$ cat config.mk
export PLATFORM = sky130hd
export DESIGN_NAME = user_project_mux_ctrl
export DESIGN_NICKNAME = d
export VERILOG_FILES = /design/src/rtl/user_mux_pkg.sv /design/src/rtl/user_project_mux_ctrl_pad_bundle_mux.sv /design/src/rtl/user_project_mux_ctrl.sv
export SDC_FILE = /design/constraint.sdc
export NUM_CORES = 1
export LEC_CHECK = 0
export ABC_AREA = 1
export CORE_AREA = 8 8 626 628
export CTS_CLUSTER_DIAMETER = 40
export DETAILED_ROUTE_END_ITERATION = 6
export DIE_AREA = 0 0 634 636
export SLEW_MARGIN = 20
export SYNTH_ARGS = -nofsm -noshare
export SYNTH_HDL_FRONTEND = slang
export SYNTH_SLANG_ARGS = --single-unit
export TNS_END_PERCENT = 30
$ cat constraint.sdc
create_clock -name clk_i -period 5.04 [get_ports clk_i]
set_input_delay 1.26 -clock clk_i [delete_from_list [all_inputs] [get_ports clk_i]]
set_output_delay 1.26 -clock clk_i [all_outputs]
set_load 0.03 [all_outputs]
$ cat src/rtl/user_mux_pkg.sv
// Shared constants for the user-project pad multiplexer: pad count, FSM states
// and the value every pad field takes while no project is connected.
package user_mux_pkg;

  localparam int PAD_W      = 43;
  localparam int NUM_FIELDS = 7;

  typedef enum logic [1:0] {
    ACTIVE     = 2'd0,
    DRAIN      = 2'd1,
    RESET_HOLD = 2'd2
  } state_e;

  localparam logic SAFE_OUT = 1'b0;
  localparam logic SAFE_OE  = 1'b0;
  localparam logic SAFE_CS  = 1'b0;
  localparam logic SAFE_SL  = 1'b0;
  localparam logic SAFE_PU  = 1'b0;
  localparam logic SAFE_PD  = 1'b0;
  localparam logic SAFE_IE  = 1'b1;

  // Field order used throughout: out, oe, cs, sl, pu, pd, ie (bit 0 = out).
  localparam logic [NUM_FIELDS-1:0] SAFE_BITS =
    {SAFE_IE, SAFE_PD, SAFE_PU, SAFE_SL, SAFE_CS, SAFE_OE, SAFE_OUT};

endpackage

$ cat src/rtl/user_project_mux_ctrl_pad_bundle_mux.sv
// Picks one project's PAD_W slice of a flattened bundle field, or drives the
// field's safe constant while the controller is not connected.
module pad_bundle_mux #(
  parameter int   NUM_PROJ = 4,
  parameter int   PAD_W    = 43,
  parameter int   ID_W     = 2,
  parameter logic SAFE_BIT = 1'b0
) (
  input  logic [NUM_PROJ*PAD_W-1:0] bundles_i,
  input  logic [ID_W-1:0]           sel_i,
  input  logic                      force_safe_i,
  output logic [PAD_W-1:0]          pad_o
);

  logic [PAD_W-1:0] sel_s;

  // AND-OR select keeps the path free of priority logic
  always_comb begin
    sel_s = {PAD_W{1'b0}};
    for (int p = 0; p < NUM_PROJ; p++) begin
      sel_s = sel_s | (bundles_i[p*PAD_W +: PAD_W] & {PAD_W{sel_i == ID_W'(p)}});
    end
    if (force_safe_i) begin
      pad_o = {PAD_W{SAFE_BIT}};
    end else begin
      pad_o = sel_s;
    end
  end

endmodule

$ cat src/rtl/user_project_mux_ctrl.sv
// Shares the user GPIO pads between NUM_PROJ projects with a drain/reset/connect
// switch sequence. Define PAD_OUT_REG_EN to register the pad_io_* outputs.
module user_project_mux_ctrl
  import user_mux_pkg::*;
#(
  parameter int NUM_PROJ     = 4,
  parameter int PAD_W        = user_mux_pkg::PAD_W,
  parameter int GUARD_CYCLES = 4,
  parameter int RST_CYCLES   = 8,
  parameter int DEFAULT_ID   = 0,
  parameter int ID_W         = (NUM_PROJ > 2) ? $clog2(NUM_PROJ) : 1
) (
  input  logic                      clk_i,
  input  logic                      rst_n,
  input  logic                      sel_valid,
  input  logic [ID_W-1:0]           sel_id,
  output logic                      sel_ready,
  output logic                      sel_err,
  output logic                      busy,
  output logic [ID_W-1:0]           active_id,
  output logic [NUM_PROJ-1:0]       proj_rst_n,
  input  logic [NUM_PROJ*PAD_W-1:0] proj_io_out,
  input  logic [NUM_PROJ*PAD_W-1:0] proj_io_oe,
  input  logic [NUM_PROJ*PAD_W-1:0] proj_io_cs,
  input  logic [NUM_PROJ*PAD_W-1:0] proj_io_sl,
  input  logic [NUM_PROJ*PAD_W-1:0] proj_io_pu,
  input  logic [NUM_PROJ*PAD_W-1:0] proj_io_pd,
  input  logic [NUM_PROJ*PAD_W-1:0] proj_io_ie,
  output logic [PAD_W-1:0]          proj_io_in,
  input  logic [PAD_W-1:0]          pad_io_in,
  output logic [PAD_W-1:0]          pad_io_out,
  output logic [PAD_W-1:0]          pad_io_oe,
  output logic [PAD_W-1:0]          pad_io_cs,
  output logic [PAD_W-1:0]          pad_io_sl,
  output logic [PAD_W-1:0]          pad_io_pu,
  output logic [PAD_W-1:0]          pad_io_pd,
  output logic [PAD_W-1:0]          pad_io_ie
);

  localparam int MAX_CYC = (GUARD_CYCLES > RST_CYCLES) ? GUARD_CYCLES : RST_CYCLES;
  localparam int CNT_W   = $clog2(MAX_CYC) + 1;
  localparam logic [ID_W:0] NUM_PROJ_C = (ID_W+1)'(NUM_PROJ);

  state_e            state_q, state_d;
  logic [CNT_W-1:0]  cnt_q, cnt_d;
  logic [ID_W-1:0]   active_id_q, active_id_d;
  logic [ID_W-1:0]   req_id_q, req_id_d;
  logic              sel_err_q, sel_err_d;
  logic              id_ok_s;

  assign id_ok_s = ({1'b0, sel_id} < NUM_PROJ_C);

  // Switch sequencer: ACTIVE -> DRAIN -> RESET_HOLD -> ACTIVE
  always_comb begin
    state_d     = state_q;
    cnt_d       = cnt_q;
    active_id_d = active_id_q;
    req_id_d    = req_id_q;
    sel_err_d   = 1'b0;
    case (state_q)
      ACTIVE: begin
        if (sel_valid) begin
          if (id_ok_s) begin
            state_d  = DRAIN;
            cnt_d    = {CNT_W{1'b0}};
            req_id_d = sel_id;
          end else begin
            sel_err_d = 1'b1;
          end
        end else begin
          state_d = ACTIVE;
        end
      end
      DRAIN: begin
        if (cnt_q == CNT_W'(GUARD_CYCLES - 1)) begin
          state_d     = RESET_HOLD;
          cnt_d       = {CNT_W{1'b0}};
          active_id_d = req_id_q;
        end else begin
          cnt_d = cnt_q + CNT_W'(1);
        end
      end
      RESET_HOLD: begin
        if (cnt_q == CNT_W'(RST_CYCLES - 1)) begin
          state_d = ACTIVE;
          cnt_d   = {CNT_W{1'b0}};
        end else begin
          cnt_d = cnt_q + CNT_W'(1);
        end
      end
      default: begin
        state_d = RESET_HOLD;
        cnt_d   = {CNT_W{1'b0}};
      end
    endcase
  end

  // Sequencer state; reset discards any latched request
  always_ff @(posedge clk_i) begin
    if (!rst_n) begin
      state_q     <= RESET_HOLD;
      cnt_q       <= {CNT_W{1'b0}};
      active_id_q <= ID_W'(DEFAULT_ID);
      req_id_q    <= ID_W'(DEFAULT_ID);
      sel_err_q   <= 1'b0;
    end else begin
      state_q     <= state_d;
      cnt_q       <= cnt_d;
      active_id_q <= active_id_d;
      req_id_q    <= req_id_d;
      sel_err_q   <= sel_err_d;
    end
  end

  assign sel_ready  = (state_q == ACTIVE);
  assign busy       = (state_q != ACTIVE);
  assign sel_err    = sel_err_q;
  assign active_id  = active_id_q;
  assign proj_io_in = pad_io_in;

  // Only the connected project is out of reset
  always_comb begin
    proj_rst_n = {NUM_PROJ{1'b0}};
    for (int p = 0; p < NUM_PROJ; p++) begin
      proj_rst_n[p] = (state_q == ACTIVE) && (active_id_q == ID_W'(p));
    end
  end

  logic [NUM_FIELDS-1:0][NUM_PROJ*PAD_W-1:0] bund_s;
  logic [NUM_FIELDS-1:0][PAD_W-1:0]          pad_d;
  logic [NUM_FIELDS-1:0][PAD_W-1:0]          pad_s;

  assign bund_s = {proj_io_ie, proj_io_pd, proj_io_pu, proj_io_sl,
                   proj_io_cs, proj_io_oe, proj_io_out};

  for (genvar g = 0; g < NUM_FIELDS; g++) begin : g_field
    pad_bundle_mux #(
      .NUM_PROJ (NUM_PROJ),
      .PAD_W    (PAD_W),
      .ID_W     (ID_W),
      .SAFE_BIT (SAFE_BITS[g])
    ) u_mux (
      .bundles_i    (bund_s[g]),
      .sel_i        (active_id_q),
      .force_safe_i (state_q != ACTIVE),
      .pad_o        (pad_d[g])
    );
  end

`ifdef PAD_OUT_REG_EN
  logic [NUM_FIELDS-1:0][PAD_W-1:0] pad_q;

  // Pad retiming stage, reset to the safe pad value
  always_ff @(posedge clk_i) begin
    if (!rst_n) begin
      for (int f = 0; f < NUM_FIELDS; f++) begin
        pad_q[f] <= {PAD_W{SAFE_BITS[f]}};
      end
    end else begin
      pad_q <= pad_d;
    end
  end

  assign pad_s = pad_q;
`else
  assign pad_s = pad_d;
`endif

  assign pad_io_out = pad_s[0];
  assign pad_io_oe  = pad_s[1];
  assign pad_io_cs  = pad_s[2];
  assign pad_io_sl  = pad_s[3];
  assign pad_io_pu  = pad_s[4];
  assign pad_io_pd  = pad_s[5];
  assign pad_io_ie  = pad_s[6];

endmodule

Yosys cells after proc, flatten, opt, wreduce, memory -nomap -nowiden --
Index checks and enable logic that the tools add are counted.
Operators by class: $add $sub $neg 1, reductions and logical operators 10, mux-type cells 15, bitwise gates (word level) 49, eq/ne operators 10
Operator list (count):
- 43-bit AND | 28
- 43-bit OR | 21
- 43-bit two-way mux | 7
- 4-bit two-way mux | 3
- 4-bit one-hot mux with 3 select lines | 1
- 2-bit == test (second input constant) | 3
- 2-bit inequality test (second input constant) | 3
- 2-bit one-hot mux with 3 select lines | 1
- 2-bit AND reduction | 3
- 4-bit by 1-bit adder with 4-bit output (second input constant) | 1
- 2-bit by 1-bit == test with 1-bit output (second input constant) | 2
- 4-bit by 2-bit == test with 1-bit output (second input constant) | 1
- 4-bit by 3-bit == test with 1-bit output (second input constant) | 1
- 1-bit logical AND | 4
- 2-bit logical NOT | 2
- 2-bit two-way mux | 2
- 2-bit nonzero test | 1
- 1-bit two-way mux | 1
Storage, ports and cells: bits of input ports 1252, output and inout bits 353, logic and storage cells 89, register bits 10

Depth between registers and ports, before layout --
word-level depth 6, depth in mapped cells 10

Hierarchy --
From an unflattened synthesis, not the netlist that was laid out.
Second synthesis, totals: cells, all modules 2889, area, all modules 13300.3 um2
By module, submodules not included:
- pad_bundle_mux at g_field[0].u_mux ... | area an instance 1737.9 um2, sequential area each 0.0 um2, cells an instance 384, instances 6
- pad_bundle_mux at g_field[6].u_mux | area an instance 2001.9 um2, sequential area each 0.0 um2, cells an instance 466, instances 1
- user_project_mux_ctrl | area an instance 870.8 um2, sequential area each 200.2 um2, cells an instance 119, instances 1

Worst setup path before layout --
OpenSTA, ideal clock, no wires.
path type register to output, start point register state_q[0], end point output port pad_io_pd[36], setup slack 1.732 ns, buffers on the path 3, data arrival time 2.048 ns, cell stages (with the launch flop) 8, cell sequence dfxtp_1 inv_1 ha_1 buf_2 inv_1 buf_2 buf_1 a21oi_1
On the way: longest elaborated chain between the ends 2
RTL lines:
- start, declared | line user_project_mux_ctrl.sv:44 | state_e state_q, state_d;
- start signal, assigned | line user_project_mux_ctrl.sv:107 | state_q <= state_d;
- 2-bit nonzero test
- net busy | line user_project_mux_ctrl.sv:19 | output logic busy,
- 43-bit two-way mux | line user_project_mux_ctrl_pad_bundle_mux.sv:23 | if (force_safe_i) begin
- end, declared | line user_project_mux_ctrl.sv:36 | output logic [PAD_W-1:0] pad_io_pd,
The timed path passes the listed nets, and every way through them passes these cells.

Worst setup path after layout --
start point input port proj_io_out[32], end point output port pad_io_out[32]
On the way: longest elaborated chain between the ends 5
RTL lines:
- start, declared | line user_project_mux_ctrl.sv:22 | input logic [NUM_PROJ*PAD_W-1:0] proj_io_out,
- 43-bit AND | line user_project_mux_ctrl_pad_bundle_mux.sv:21 | sel_s = sel_s | (bundles_i[p*PAD_W +: PAD_W] & {PAD_W{sel_i == ID_W'(p)}});
- 43-bit OR (3 in series) | line user_project_mux_ctrl_pad_bundle_mux.sv:21
- 43-bit two-way mux | line user_project_mux_ctrl_pad_bundle_mux.sv:23
- end, declared | line user_project_mux_ctrl.sv:31 | output logic [PAD_W-1:0] pad_io_out,
No other way between the ends.

==> summary.md <==
| Metric | Value |
|---|---|
| Status | finished clean |
| Max-slew violations | 0 |
| Worst reg2reg endpoint | cnt_q[1] |
| Tmin final | 4840 ps |
| Min-delay src | req_id_q[1] |
| CP peak stage delay | 670 ps |
| Fillers | 45.06k |
| Post-CTS Resized | 0 |
| Largest net degree at the start of global routing | 90 |
| Largest family of logic cells by synthesized area | simple AND/OR/NAND/NOR gates |
| Hold Path Cell Cnt | 2 |
| Worst path cell trace | clkdlybuf4s50_1 > nand3_1 > nand2_1 > buf_4 > a21oi_1 > a21oi_1 > clkdlybuf4s50_1 |
| Worst R2R Start | state_q[0] |
| Core ar. | 381,200 um^2 |
| Register clock-pin slew on the reported worst setup and hold paths | 40 ps |
| Power per Cell Area | 145.0 nW/um^2 |
| Worst-case reg-to-reg path depth | 10 |
| Drt initial violations | 2,206 |
| Simple-gate portion of the synthesized area | 54.12% |
| Mapped Cells | 2,123 |
| Die area | 403,200 um^2 |
| CP Depth | 7 |
| Layout cell share with drive strength beyond 1 | 9.472% |
| Clk root buf | clkbuf_16 |
| Storage cell area | 200.2 um^2 |
| Compound-Gate Fraction of Synth Area | 29.89% |
| Setup WS pre-CTS | 215.7 ps |
| Synthesized net count | 3,379 |
| Crit end category | output pin |
| Vias in the first global route | 22.20k |
| Hold Fails Final Rpt | 0 |
| Synth Warn # | 0 |
| Slew @ Worst Pin | 1127 ps |
| TritonCTS Buffers | 3 |
| Clk_lat worst skew | 250 ps |
| Port bufs | 1,517 |
| Seq cells post-synth | 10 |
| Maximum vdd drop | 0.1526 mV |
| Setup Total Neg Slack | 0 ps |
| Distinct cell type count after synthesis | 18 |
| Met3 WL | 31.22 mm |
| Max Cap Viol | 0 |
| Row Count | 227 |
| Startpoint Class | input port |
| Critical path's top delay family | buffers and inverters |
| Worst setup margin | 199.6 ps |
| Die height | 636 um |
| DRT Pass-1 Iters | 5 |
| Final wirelength | 295.4 mm |
| RSZ-0062 raised after global routing | no |
| Hold WC Path Type | reg -> reg |
| Static leakage | 10.69 nW |
| Antenna Violating Nets Remaining | 0 |
| Final Skew | 2.807 ps |
| CP Class | in -> out |
| Final Setup Violations | 0 |
| Top Layer Used | met5 |
| Total gr overflow | 0 |
| Number of hold buffers added after cts | 0 |
| Rel. slew slack | 24.88% |
| HPWL Detailed | 276.0 mm |
| CTS max path bufs | 2 |
| Routability Congestion | 0.9797 |
| M1 wire length | 115.8 mm |
| Worst-path fanout max | 1 |
| Postcts setup bufs | 0 |
| First-pass GRT wire length | 342.4 mm |
| Initial antenna violation count | 229 |
| Hold endpoint | req_id_q[1] |
| CTS tree | yes |
| Peak Freq | 206.6 MHz |
| Sequential area share after synthesis | 2.075% |
| Period utilisation layout | 96.04% |
| Worst Path Arrival | 3580 ps |
| Flop2flop setup slack | 2860 ps |
| Chip Width | 634 um |
| Routed len/inst | 34.31 um |
| Fin cells | 8,608 |
| Post-Synth XOR/XNOR Area | 0% |
| Crit path buffers/inverters | 3 |
| Initial Utilization | 2.532% |
| CP max-delay cell | clkdlybuf4s50_1 |
| Layout net count | 4,783 |
| Endpoint required time on the critical path | 3780 ps |
| Htree depth | 1 |
| Cell area after synthesis | 9649 um^2 |
| DR vias/cell | 2.675 |
| Synthesized area per cell | 4.545 um^2 |
| Multi-input gate area | 8170 um^2 |
| Vias post-DR | 23.03k |
| Met2 wire length | 140.9 mm |
| Post-synthesis mux area share | 0% |
| Clock Sinks | 10 |
| Placed cell count | 8,560 |
| Adder-cell share of the synthesized area | 0.5187% |
| # IOs | 1,605 |
| Total global-route track usage | 13.87% |
| Area grow syn2layout | 229.9% |
| Residual DRC | 0 |
| Overall power | 0.004616 W |
worst max path at each step:
stage / end / slack [ps] / startpoint
after floorplan: pad_io_pd[36] / 1730 / state_q[0]
after global placement: pad_io_out[32] / 170 / proj_io_out[32]
after detailed placement: pad_io_out[32] / 220 / proj_io_out[32]
after CTS: pad_io_out[32] / 210 / proj_io_out[32]
after global routing: pad_io_out[32] / 210 / proj_io_out[32]
final: pad_io_out[32] / 200 / proj_io_out[32]
cell type report:
cell class                      instances  area share [%]
Multi-Input combinational cell       1852           25.67
Antenna cell                           44          0.3459
Sequential cell                        10          0.6289
Clock buffer                            4          0.2791
Inverter                               18          0.3538
Timing Repair Buffer                 1642           52.92
Tap cell                             5038           19.80
registers in the layout (all words and copies together) (netlist names):
register   cells
state_q        2
req_id_q       2
active_id      2
cnt_q          4
stage by stage:
step | utilization, % | area, um^2 | hold WS [ps]
2_1_floorplan | - | 9649 | 449.3
3_3_place_gp | 8.299 | 31630 | 467.0
3_5_place_dp | 8.299 | 31630 | 474.9
4_1_cts | 8.322 | 31720 | 484.6
5_1_grt | 8.336 | 31770 | 507.7
6_report | 8.351 | 31830 | 478.6
where the power goes:
| group | switching [W] | leakage (nW) | internal, W |
|---|---|---|---|
| clock network | 0.0000418 | 0.0444 | 0.000120 |
| logic | 0.00259 | 10.6 | 0.00176 |
| registers | 0.0000127 | 0.0814 | 0.0000948 |
Yosys cell counts:
library cell,n,area share (%)
nand2_1,922,36
buf_2,112,5.8
o21ai_0,7,0.36
nor3_1,1,0.052
nor2_1,13,0.51
o211ai_1,1,0.078
ha_1,4,0.52
a21oi_1,554,29
clkbuf_1,83,3.2
inv_2,4,0.16
inv_1,14,0.54
buf_4,45,3.5
conb_1,1,0.039
nand4_1,13,0.84
dfxtp_1,10,2.1
nand3_1,325,17
a31oi_1,11,0.71
buf_1,3,0.12
placed cells by master (no fill, tap or decap), types with 6 or more instances in the layout:
cell type,count
clkdlybuf4s50_1,1321
nand2_1,922
a21oi_1,552
nand3_1,325
buf_4,224
buf_12,97
diode_2,44
nand4_1,13
nor2_1,13
inv_1,12
a31oi_1,11
dfxtp_1,10
o21ai_0,7
inv_8,6
worst min-delay path, cell delays in order (launching register included):
cell and delay [ps]:
dfxtp_1 310, nor2_1 40, nor2_1 80
routing by layer:
layer | track usage (%) | vias to the layer above
met1 | 16.21 | 10850
met4 | 2.133 | 128
met3 | 5.582 | 493
met5 | 0 | -
met2 | 24.12 | 1642
li1 | - | 9921
cells by family (layout without fill, tap and decap cells):
group | count (synthesis) | after routing
buffers and inverters | 261 | 1664
flip-flops | 10 | 10
AO/OA/AOI/OAI | 573 | 573
other | 1 | 45
AND/OR/NAND/NOR | 1274 | 1274
adder cells (fa/ha/maj) | 4 | 4
(Power assumes the default switching activity.)
==> RTL edit 1: new RTL, config.mk and constraints unchanged <==
Set the parameter `GUARD_CYCLES` to 8 (it was 4).
--- a/src/rtl/user_project_mux_ctrl.sv
+++ b/src/rtl/user_project_mux_ctrl.sv
@@ -5,7 +5,7 @@
 #(
   parameter int NUM_PROJ     = 4,
   parameter int PAD_W        = user_mux_pkg::PAD_W,
-  parameter int GUARD_CYCLES = 4,
+  parameter int GUARD_CYCLES = 8,
   parameter int RST_CYCLES   = 8,
   parameter int DEFAULT_ID   = 0,
   parameter int ID_W         = (NUM_PROJ > 2) ? $clog2(NUM_PROJ) : 1
Check against the original RTL: no difference found for any inputs over 4 cycles, from zero or initial values and one cycle with rst_n low; that may be too few to reach the edited logic, so the function may still have changed.
==> RTL edit 1 against the original RTL <==
Sequential cell count unchanged. Worst setup slack better by 0.33 ns. Power down 4.0%. Worst hold slack better by 0.018 ns. Wire length down 15%. Final area up 3.4%. Synthesized area up 9.0%. Clock skew down 0.00072 ns. First-iteration DRC count down 19%. Maximum frequency up 7.2%. Combinational power down 4%. Non-clock buffer count down 63. Sequential power down 6%. Via count down 2.9%. Highest routed layer unchanged.
==> RTL edit 1: results (changes against the original RTL) <==
* Max reg flops at 4 (unchanged)
* Worst R2R Start: state_q[1]
* Number of non-clock buffers at 1579 (-3.8%)
* Root Driver: clkbuf_16
* Pin count of the biggest net entering global routing at 79 (-12%)
* Clkbuf count at 4 (unchanged)
* Leak at 12.62 nW (+18%)
* Layout cell share with drive strength beyond 1 at 6.850% (-2.6 points)
* Layout Nets at 5228 (+9.3%)
* Sequential share of the synthesized area at 1.903% (-0.17 points)
* Routed length on met2 at 115700 um (-18%)
* CP max stage cell: clkdlybuf4s50_1
* Data buffer area share at 51.97% (-0.96 points)
* Worst Clk Skew at 0.002086 ns (-0.0007215 ns)
* DR iter-0 viols at 1776 (-19%)
* Vias in the first global route at 21662 (-2.4%)
* Pre-CTS WS at 0.4937 ns (+0.2780 ns)
* Switching portion of total power at 54.02% (-3.3 points)
* Post-synthesis adder-cell area fraction at 0.4758% (-0.043 points)
* Inverter count at 13 (-5)
* Comb pwr at 0.00417 W (-4%)
* Routed met3 length at 26590 um (-15%)
* Worst Max-Slew Pin Slew at 0.8536 ns (-0.2732 ns)
* Max FO, Critical Path at 74 (+73)
* Synth cell count leaders: nand2_1, nor2_1, buf_2, buf_4, a21oi_1
* FF+latch area at 200.2 um2 (unchanged)
* CP arrival at 3.25 ns (-0.33 ns)
* Clock-cell share at 0.2699% (-0.0092 points)
* CP startpoint: active_id[0]
* Hold crit path type: flip-flop to flip-flop
* DP HPWL at 235400 um (-15%)
* Peak VDD IR at 0.1001 mV (-34%)
* First-pass GRT wire length at 297100 um (-13%)
* Top post-synthesis cells by area: nand2_1, nor2_1, buf_4
* Initial antenna violation count at 161 (-30%)
* Ant. Diodes at 24 (-45%)
* Comb_multi_in at 2365 (+28%)
* Vias/cell at 2.474 (-7.5%)
* Met3 global-route usage at 4.592% (-0.99 points)
* Syn nets at 3854 (+14%)
* Synth Area in Compound Gates at 2.617% (-27 points)
* Slowest stage delay, CP at 0.78 ns (+0.11 ns)
* Hold Path Origin: req_id_q[0]
* FF-to-FF End: cnt_q[0]
* DR WL/cell at 27.90 um (-19%)
* Status: completed
* GR Util All Layers at 11.85% (-2.0 points)
* FF-to-FF path depth at 7 (-3)
* Met2 Usage GRT at 19.62% (-4.5 points)
* Count of cell types in the netlist at 20 (+2)
* Multi-input gate area at 9094 um2 (+11%)
* R2r setup slk at 3.14 ns (+0.28 ns)
-- RTL edit 1: metrics by stage --
step | power [W] | instances | area (um2) | util [%] | hold slack (ns)
after floorplan | 0.001354 | 2598 | 10520 | - | 0.4555
after global placement | 0.004475 | 9005 | 32770 | 8.596 | 0.4755
after detailed placement | 0.004480 | 9005 | 32770 | 8.596 | 0.4874
after CTS | 0.004656 | 9009 | 32850 | 8.620 | 0.4947
after global routing | 0.004709 | 9021 | 32880 | 8.627 | 0.5150
final | 0.004430 | 9033 | 32910 | 8.635 | 0.4966
-- RTL edit 1: worst max path at each step --
stage | to | slack (ns) | depth (start not counted)
after floorplan | proj_rst_n[0] | 1.91 | 6
after global placement | pad_io_cs[34] | 0.42 | 6
after detailed placement | pad_io_cs[34] | 0.49 | 6
after CTS | pad_io_cs[34] | 0.48 | 6
after global routing | pad_io_oe[30] | 0.42 | 8
final | pad_io_oe[30] | 0.53 | 8
==> RTL edit 2: new RTL, same settings <==
Made on the original files. Encoding of `state_e`: now one-hot (3 bits for 3 states).
--- a/src/rtl/user_mux_pkg.sv
+++ b/src/rtl/user_mux_pkg.sv
@@ -5,10 +5,10 @@
   localparam int PAD_W      = 43;
   localparam int NUM_FIELDS = 7;
 
-  typedef enum logic [1:0] {
-    ACTIVE     = 2'd0,
-    DRAIN      = 2'd1,
-    RESET_HOLD = 2'd2
+  typedef enum logic [2:0] {
+    ACTIVE     = 3'b001,
+    DRAIN      = 3'b010,
+    RESET_HOLD = 3'b100
   } state_e;
 
   localparam logic SAFE_OUT = 1'b0;
Formal check against the unedited RTL: no difference found for any inputs over 4 cycles, from zero or initial values and one cycle with rst_n low; so few cycles prove little.
==> RTL edit 2 against the original RTL <==
Final area increased by 2.6%. Sequential cell count increased by 1. Critical endpoint is now pad_io_ie[0]. Critical path type unchanged. Synthesized area increased by 2.8%. Core utilization increased by 0.22 points. Largest cell class unchanged. Critical path depth decreased by 3. Wire length decreased by 0.69%. Worst setup slack improved by 0.18 ns.
Power is not compared: it rests on default switching activity, and its combinational part moved more than twofold at a synthesized area within 25%.
==> RTL edit 2: results (changes against the original RTL) <==
* Status: completed
* Multi-input gate area at 8352 um2 (+2.2%)
* #FFs+latches synth at 11 (+1)
* Initial antenna violation count at 267 (+17%)
* FF-to-FF End: req_id_q[0]
* Ant. Diodes at 72 (+64%)
* Count of cell types in the netlist at 19 (+1)
* Worst Max-Slew Pin Slew at 0.7727 ns (-0.3541 ns)
* CP arrival at 3.40 ns (-0.18 ns)
* DP HPWL at 274900 um (-0.40%)
* Syn nets at 3317 (-1.8%)
* Fmax at 214.7 MHz (+3.9%)
* Post-synthesis adder-cell area fraction at 0.1262% (-0.39 points)
* Clock-cell share at 0.2451% (-0.034 points)
* CP startpoint: proj_io_ie[0]
* Vias in the first global route at 21288 (-4.1%)
* Placed Instance Area at 32410 um2 (+2.5%)
* Worst Clk Skew at 0.003635 ns (+0.0008272 ns)
* Synth Area per Inst at 4.805 um2 (+5.7%)
* DR WL/cell at 34.36 um (+0.14%)
* Number of non-clock buffers at 1567 (-4.6%)
* Pre-CTS WS at 0.3165 ns (+0.1008 ns)
* Layout cell share with drive strength beyond 1 at 8.873% (-0.60 points)
* Worst hold margin at 0.4778 ns (-0.0007870 ns)
* Synth Area in Compound Gates at 2.574% (-27 points)
* R2r setup slk at 3.25 ns (+0.39 ns)
[RTL edit 2: cell types whose count changed in the layout (fill, tap and decap cells not counted), sizes merged, moves of 4 or more]
cell / before / now
nand3: 325 / 13
nand4: 13 / 303
buf: 321 / 293
o21ai: 7 / 3
a21oi: 554 / 48
nand2: 922 / 1184
and2: 0 / 258
diode: 44 / 72
a31oi: 11 / 0
clkdlybuf4s50: 1321 / 1274
[RTL edit 2: worst max-delay path, delay by kind of cell]
kind,cells,cell delay [ns]
and+or+nand+nor,2,0.72
buffers and inverters,2,1.40
[RTL edit 2: metal layers]
layer | vias up | GRT usage, % | share of wire [%]
li1 | 9457 | - | -
met1 | 10423 | 15.91 | 38
met2 | 1641 | 24.46 | 49
met3 | 526 | 4.984 | 10
met4 | 108 | 2.705 | 2.6
met5 | - | 0.3822 | 0.32
